## config.mk

```make
export PLATFORM = sky130hd
export DESIGN_NAME = cu_power_sequencer
export DESIGN_NICKNAME = d
export VERILOG_FILES = /design/src/rtl/cu_power_sequencer.sv
export SDC_FILE = /design/constraint.sdc
export NUM_CORES = 1
export LEC_CHECK = 0
export CAP_MARGIN = 20
export CELL_PAD_IN_SITES_DETAIL_PLACEMENT = 0
export CELL_PAD_IN_SITES_GLOBAL_PLACEMENT = 1
export CORE_ASPECT_RATIO = 1.25
export CORE_UTILIZATION = 44
export CTS_CLUSTER_DIAMETER = 30
export DETAILED_ROUTE_END_ITERATION = 7
export PLACE_DENSITY = 0.81
export SLEW_MARGIN = 10
export SYNTH_ARGS = -nofsm -noshare
export SYNTH_HDL_FRONTEND = slang
export SYNTH_SLANG_ARGS = --single-unit
```

## constraint.sdc

```tcl
create_clock -name clk_i -period 2.2 [get_ports clk_i]
set_input_delay 0.66 -clock clk_i [delete_from_list [all_inputs] [get_ports clk_i]]
set_output_delay 0.66 -clock clk_i [all_outputs]
set_load 0.02 [all_outputs]
```

## src/rtl/cu_power_sequencer.sv

```systemverilog
// Power sequencer for the shared L2 and NUM_CU compute units of one kernel launch.
// Brings L2 out of reset, releases the masked CUs, drains/gates each CU on request, then shuts down.
module cu_power_sequencer #(
  parameter int NUM_CU       = 4,
  parameter int RST_CYCLES   = 4,
  parameter int DRAIN_CYCLES = 2
) (
  input  logic              clk_i,
  input  logic              rst_i,
  input  logic              start_i,
  input  logic              abort_i,
  input  logic [NUM_CU-1:0] cu_mask_i,
  input  logic [NUM_CU-1:0] cu_sleep_req_i,
  input  logic [NUM_CU-1:0] cu_delay_sleep_i,
  output logic [NUM_CU-1:0] cu_clk_en_o,
  output logic [NUM_CU-1:0] cu_rst_n_o,
  output logic              l2_clk_en_o,
  output logic              l2_rst_n_o,
  output logic              busy_o,
  output logic              done_o
);

  localparam int CNT_MAXV = (RST_CYCLES > DRAIN_CYCLES) ? RST_CYCLES : DRAIN_CYCLES;
  localparam int CNT_W    = $clog2(CNT_MAXV + 1);

  localparam logic [CNT_W-1:0] RST_LAST   = CNT_W'(RST_CYCLES - 1);
  localparam logic [CNT_W-1:0] DRAIN_LAST = CNT_W'(DRAIN_CYCLES - 1);
  localparam logic [CNT_W-1:0] CNT_MAX    = CNT_W'(CNT_MAXV);

  typedef enum logic [2:0] {
    G_IDLE, G_L2_RESET, G_CU_START, G_ACTIVE, G_FINISH
  } g_state_e;

  typedef enum logic [2:0] {
    CU_OFF, CU_RESET, CU_RUN, CU_DRAIN, CU_GATED
  } cu_state_e;

  g_state_e         state_q, state_d;
  logic [CNT_W-1:0] cnt_q, cnt_d;
  logic [NUM_CU-1:0] mask_q, mask_d;

  cu_state_e        cu_state_q [NUM_CU];
  cu_state_e        cu_state_d [NUM_CU];
  logic [CNT_W-1:0] cu_cnt_q   [NUM_CU];
  logic [CNT_W-1:0] cu_cnt_d   [NUM_CU];

  logic [NUM_CU-1:0] cu_clk_en_q, cu_clk_en_d;
  logic [NUM_CU-1:0] cu_rst_n_q, cu_rst_n_d;
  logic              l2_clk_en_q, l2_clk_en_d;
  logic              l2_rst_n_q, l2_rst_n_d;
  logic              busy_q, busy_d;
  logic              done_q, done_d;

  logic launch, stop, all_gated;

  function automatic logic [CNT_W-1:0] sat_inc(input logic [CNT_W-1:0] v);
    return (v == CNT_MAX) ? v : v + CNT_W'(1);
  endfunction

  // NOTE: every signal written here gets a default first so no path leaves it unassigned (no latches).
  always_comb begin
    state_d    = state_q;
    cnt_d      = cnt_q;
    mask_d     = mask_q;
    cu_state_d = cu_state_q;
    cu_cnt_d   = cu_cnt_q;
    launch     = 1'b0;
    stop       = 1'b0;

    all_gated = 1'b1;
    for (int i = 0; i < NUM_CU; i++) begin
      if (mask_q[i] && (cu_state_q[i] != CU_GATED)) all_gated = 1'b0;
    end

    unique case (state_q)
      G_IDLE: begin
        if (start_i && !abort_i && (|cu_mask_i)) begin
          mask_d  = cu_mask_i;
          cnt_d   = '0;
          state_d = G_L2_RESET;
        end
      end
      G_L2_RESET: begin
        if (cnt_q == RST_LAST) begin
          cnt_d   = '0;
          state_d = G_CU_START;
        end else begin
          cnt_d = sat_inc(cnt_q);
        end
      end
      G_CU_START: begin
        launch  = 1'b1;
        state_d = G_ACTIVE;
      end
      G_ACTIVE: begin
        if (all_gated) state_d = G_FINISH;
      end
      G_FINISH: begin
        stop    = 1'b1;
        state_d = G_IDLE;
      end
      default: state_d = G_IDLE;
    endcase

    if (abort_i && (state_q != G_IDLE)) begin
      stop    = 1'b1;
      state_d = G_IDLE;
    end

    for (int i = 0; i < NUM_CU; i++) begin
      unique case (cu_state_q[i])
        CU_OFF: begin
          if (launch && mask_q[i]) begin
            cu_state_d[i] = CU_RESET;
            cu_cnt_d[i]   = '0;
          end
        end
        CU_RESET: begin
          if (cu_cnt_q[i] == RST_LAST) begin
            cu_state_d[i] = CU_RUN;
            cu_cnt_d[i]   = '0;
          end else begin
            cu_cnt_d[i] = sat_inc(cu_cnt_q[i]);
          end
        end
        CU_RUN: begin
          if (cu_sleep_req_i[i]) begin
            cu_state_d[i] = CU_DRAIN;
            cu_cnt_d[i]   = '0;
          end
        end
        CU_DRAIN: begin
          // Any outstanding L2 request restarts the quiet-cycle count.
          if (cu_delay_sleep_i[i]) begin
            cu_cnt_d[i] = '0;
          end else if (cu_cnt_q[i] == DRAIN_LAST) begin
            cu_state_d[i] = CU_GATED;
            cu_cnt_d[i]   = '0;
          end else begin
            cu_cnt_d[i] = sat_inc(cu_cnt_q[i]);
          end
        end
        CU_GATED: ;
        default: cu_state_d[i] = CU_OFF;
      endcase
      if (stop) begin
        cu_state_d[i] = CU_OFF;
        cu_cnt_d[i]   = '0;
      end
    end

    // Outputs decode the next state so the registered copies line up with the state register.
    for (int i = 0; i < NUM_CU; i++) begin
      cu_clk_en_d[i] = (cu_state_d[i] == CU_RESET) || (cu_state_d[i] == CU_RUN) ||
                       (cu_state_d[i] == CU_DRAIN);
      cu_rst_n_d[i]  = (cu_state_d[i] == CU_RUN) || (cu_state_d[i] == CU_DRAIN) ||
                       (cu_state_d[i] == CU_GATED);
    end
    l2_clk_en_d = (state_d != G_IDLE);
    l2_rst_n_d  = (state_d == G_CU_START) || (state_d == G_ACTIVE) || (state_d == G_FINISH);
    busy_d      = (state_d != G_IDLE);
    done_d      = (state_q == G_FINISH) && !abort_i;
  end

  // NOTE: sequential state uses non-blocking assignments only; the per-CU arrays are
  // control state, not storage, so they are reset like every other flop.
  always_ff @(posedge clk_i or posedge rst_i) begin
    if (rst_i) begin
      state_q     <= G_IDLE;
      cnt_q       <= '0;
      mask_q      <= '0;
      for (int i = 0; i < NUM_CU; i++) begin
        cu_state_q[i] <= CU_OFF;
        cu_cnt_q[i]   <= '0;
      end
      cu_clk_en_q <= '0;
      cu_rst_n_q  <= '0;
      l2_clk_en_q <= 1'b0;
      l2_rst_n_q  <= 1'b0;
      busy_q      <= 1'b0;
      done_q      <= 1'b0;
    end else begin
      state_q     <= state_d;
      cnt_q       <= cnt_d;
      mask_q      <= mask_d;
      cu_state_q  <= cu_state_d;
      cu_cnt_q    <= cu_cnt_d;
      cu_clk_en_q <= cu_clk_en_d;
      cu_rst_n_q  <= cu_rst_n_d;
      l2_clk_en_q <= l2_clk_en_d;
      l2_rst_n_q  <= l2_rst_n_d;
      busy_q      <= busy_d;
      done_q      <= done_d;
    end
  end

  assign cu_clk_en_o = cu_clk_en_q;
  assign cu_rst_n_o  = cu_rst_n_q;
  assign l2_clk_en_o = l2_clk_en_q;
  assign l2_rst_n_o  = l2_rst_n_q;
  assign busy_o      = busy_q;
  assign done_o      = done_q;

endmodule
```

==> flow_summary.ini <==
[outcome]
status = finished, final reports clean

[clock_network]
htree_levels = 2
clk_pin_slew_ns = 0.08
cts_tree = yes
clock_path_buffers = 2
root_buffer = clkbuf_8
clock_latency_ns = 0.29
cts_buffers = 5
post_cts_resized = 0
postCtsHoldBufs = 0
cts.sinks = 45
postCtsSetupBuffers = 0

[power]
seq_power_share_pct = 41.6
ir_worst_vdd_mv = 0.438
switching_share_pct = 36.3
p_per_area_nw_per_um2 = 917
p_clk_share_pct = 17.7
intPower_w = 0.00186
power_w = 0.00292
leakage_nw = 1.44
p_comb_share_pct = 40.7
power_switching_w = 0.00106

[synth]
synth_top_family_by_area = simple AND/OR/NAND/NOR gates
synth-seq-cells = 45
ys.warnings.count = 0
synth_compound_area_share_pct = 18.6
synthAdderAreaFrac_pct = 8.43
synthCells = 278
synth_fp_nets = 312
synth_ff_type = dfrtp_1
synth.area.mux_share_pct = 2.95
ys_seq_area_share_pct = 42.1
async_reset_ff_share_pct = 100
synth_edf_count = 0
synth-xor-area-share_pct = 0.328
syn_area_per_cell_sq_um = 9.61
synth_area_sq_um = 2670
synth-simple-area-share_pct = 20.6
synth.distinct_cells = 50

[routing]
ant_nets = 0
drc = 0
vias = 2153
via_per_inst = 5.65
finalWirelength_microns = 5540
dr.pass1.iters = 4
wl_per_cell_microns = 14.5
drt-initial-drc-count = 93

[global_routing]
grt_pass1_wl_microns = 9470
grt_max_degree = 18
track_usage_pct = 19.1
antenna_found_initial = 0
grt_pass1_vias = 2050
overflow = 0

[timing]
fin_ws_ns = 0.0783
tightestPinTransition_ns = 0.491
fin_crit_ns = 2.12
setup_viol = 0
min_period_over_period_pct = 96.4
drv_slew = 0
hold_viol = 0
max-slew-margin-rel_pct = 67.2
setup-tns-final_ns = 0
clock_skew_ns = 0.00374
max_freq_ghz = 0.471
rsz0062_at_grt = false

[layout]
layout.cells.non_filler = 381
nNetsFinal = 349
diodes = 0
layout_common_cells = dfrtp_1 (45), clkdlybuf4s50_1 (27), inv_1 (26)
drive_above_1_share_pct = 12.4
area_delta_synth_final_pct = 19.1
design_area_sq_um = 3180
layout.cells.most_common = dfrtp_1

[floorplan]
start_util_pct = 45.9
fp.dieArea_sq_um = 6390
core_sq_um = 5820
die_w_microns = 71.7
rows = 31
die_h_microns = 89.1
ios = 28

[worst_setup_path]
crit_fanout = 3
worst-path-buf-inv = 1
start_kind = input port
cp-end-kind = register
path_class = in -> reg
critPathMaxStageDelay_ns = 0.54
path_delay_family = simple AND/OR/NAND/NOR gates
worstPathCellList = clkdlybuf4s50_1 -> or4_1 -> nand4_2 -> a21boi_4 -> mux2_2
worstPathRequired_ns = 2.38
worstPathArrival_ns = 2.30
critPathSlowestCell = or4_1

[placed_design]
port_buffers = 27
placed_area_sq_um = 3100
numPlacedInstances = 374
place_congestion = 0.773
placement.setup.worst_slack_ns = -0.223
dp_hpwl_microns = 4180

[flow_run]
drv_cap = 0

[min_path]
hp-class = reg -> reg
-- stage by stage --
stage	hold WS, ns	util (%)
final	0.537	54.7
after global placement	0.514	53.2
after detailed placement	0.513	53.2
after CTS	0.539	54.7
after global routing	0.556	54.7
after floorplan	0.491	-
-- logic make-up (layout without fill, tap and decap cells) --
family / count (synthesis) / count (layout)
and+or+nand+nor: 96 / 96
AOI/OAI and AO/OA: 70 / 70
DFF: 45 / 45
buffers and inverters: 41 / 78
adders and majority gates: 18 / 18
muxes: 7 / 7
xor gates and xnor gates: 1 / 1
-- synthesized netlist by cell type (3+ instances only) --
master	number	area [sq um]
inv_1	27	101
or3b_2	3	26.3
nor2b_1	6	37.5
ha_1	18	225
nor3_1	7	35.0
nand3b_1	3	22.5
a31oi_1	6	37.5
mux2_2	7	78.8
a2111oi_0	3	26.3
clkbuf_1	4	15.0
buf_2	6	30.0
o21a_1	7	52.6
and4_1	3	26.3
nand3_1	7	35.0
nor3b_1	6	45.0
and2_1	3	18.8
nor2_1	20	75.1
o21ai_0	10	50.1
a21oi_1	15	75.1
nand2_1	16	60.1
a211oi_1	4	30.0
or3b_1	4	35.0
dfrtp_1	45	1130
nand2b_1	6	37.5
o22ai_1	3	18.8
a22o_1	4	35.0
a21o_1	5	37.5
-- final timing paths --
kind | startpoint | endpoint | slack, ns | depth (start not counted)
min in group asynchronous | rst_i | cnt_q[2] | 0.69 | 2
hold reg to reg | cu_state_q[2] | cu_state_q[1] | 0.54 | 1
setup reg to reg | state_q[1] | cu_cnt_q[3] | 0.30 | 4
hold / removal | cu_state_q[2] | cu_state_q[1] | 0.54 | 1
setup / recovery | cu_mask_i[3] | cnt_q[1] | 0.08 | 5
max in group asynchronous | rst_i | cu_clk_en_o[3] | 1.07 | 3
-- power by group through the flow --
stage | combinational, W | sequential [W] | clock [W]
4_1_cts | 0.00120 | 0.00121 | 0.000540
2_1_floorplan | 0.000847 | 0.00118 | 0
3_5_place_dp | 0.00119 | 0.00123 | 0
6_report | 0.00119 | 0.00121 | 0.000516
3_3_place_gp | 0.00118 | 0.00123 | 0
5_1_grt | 0.00133 | 0.00125 | 0.000564
-- area by class of cell --
| cell class | instances | area (sq um) |
|---|---|---|
| tap | 66 | 82.6 |
| inverter | 27 | 101 |
| clock buffer | 7 | 86.3 |
| sequential | 45 | 1130 |
| fill | 541 | 2640 |
| timing repair buffer | 44 | 423 |
| multi-input combinational | 192 | 1360 |
-- registers in the layout (all words and copies together) (netlist names), 3 cells and up --
register	cells
state_q	3
cu_rst_n_o	4
cu_cnt_q	12
cnt_q	3
cu_clk_en_o	4
mask_q	4
cu_state_q	12
-- metal layers --
metal / up-vias / part of all wire, % / GRT usage (%)
met5: - / 0 / 0
met4: 0 / 1.4 / 6.06
met3: 7 / 3.4 / 3.04
met2: 40 / 47 / 31.8
met1: 1043 / 48 / 25.5
li1: 1063 / - / -
(Power assumes the default switching activity.)
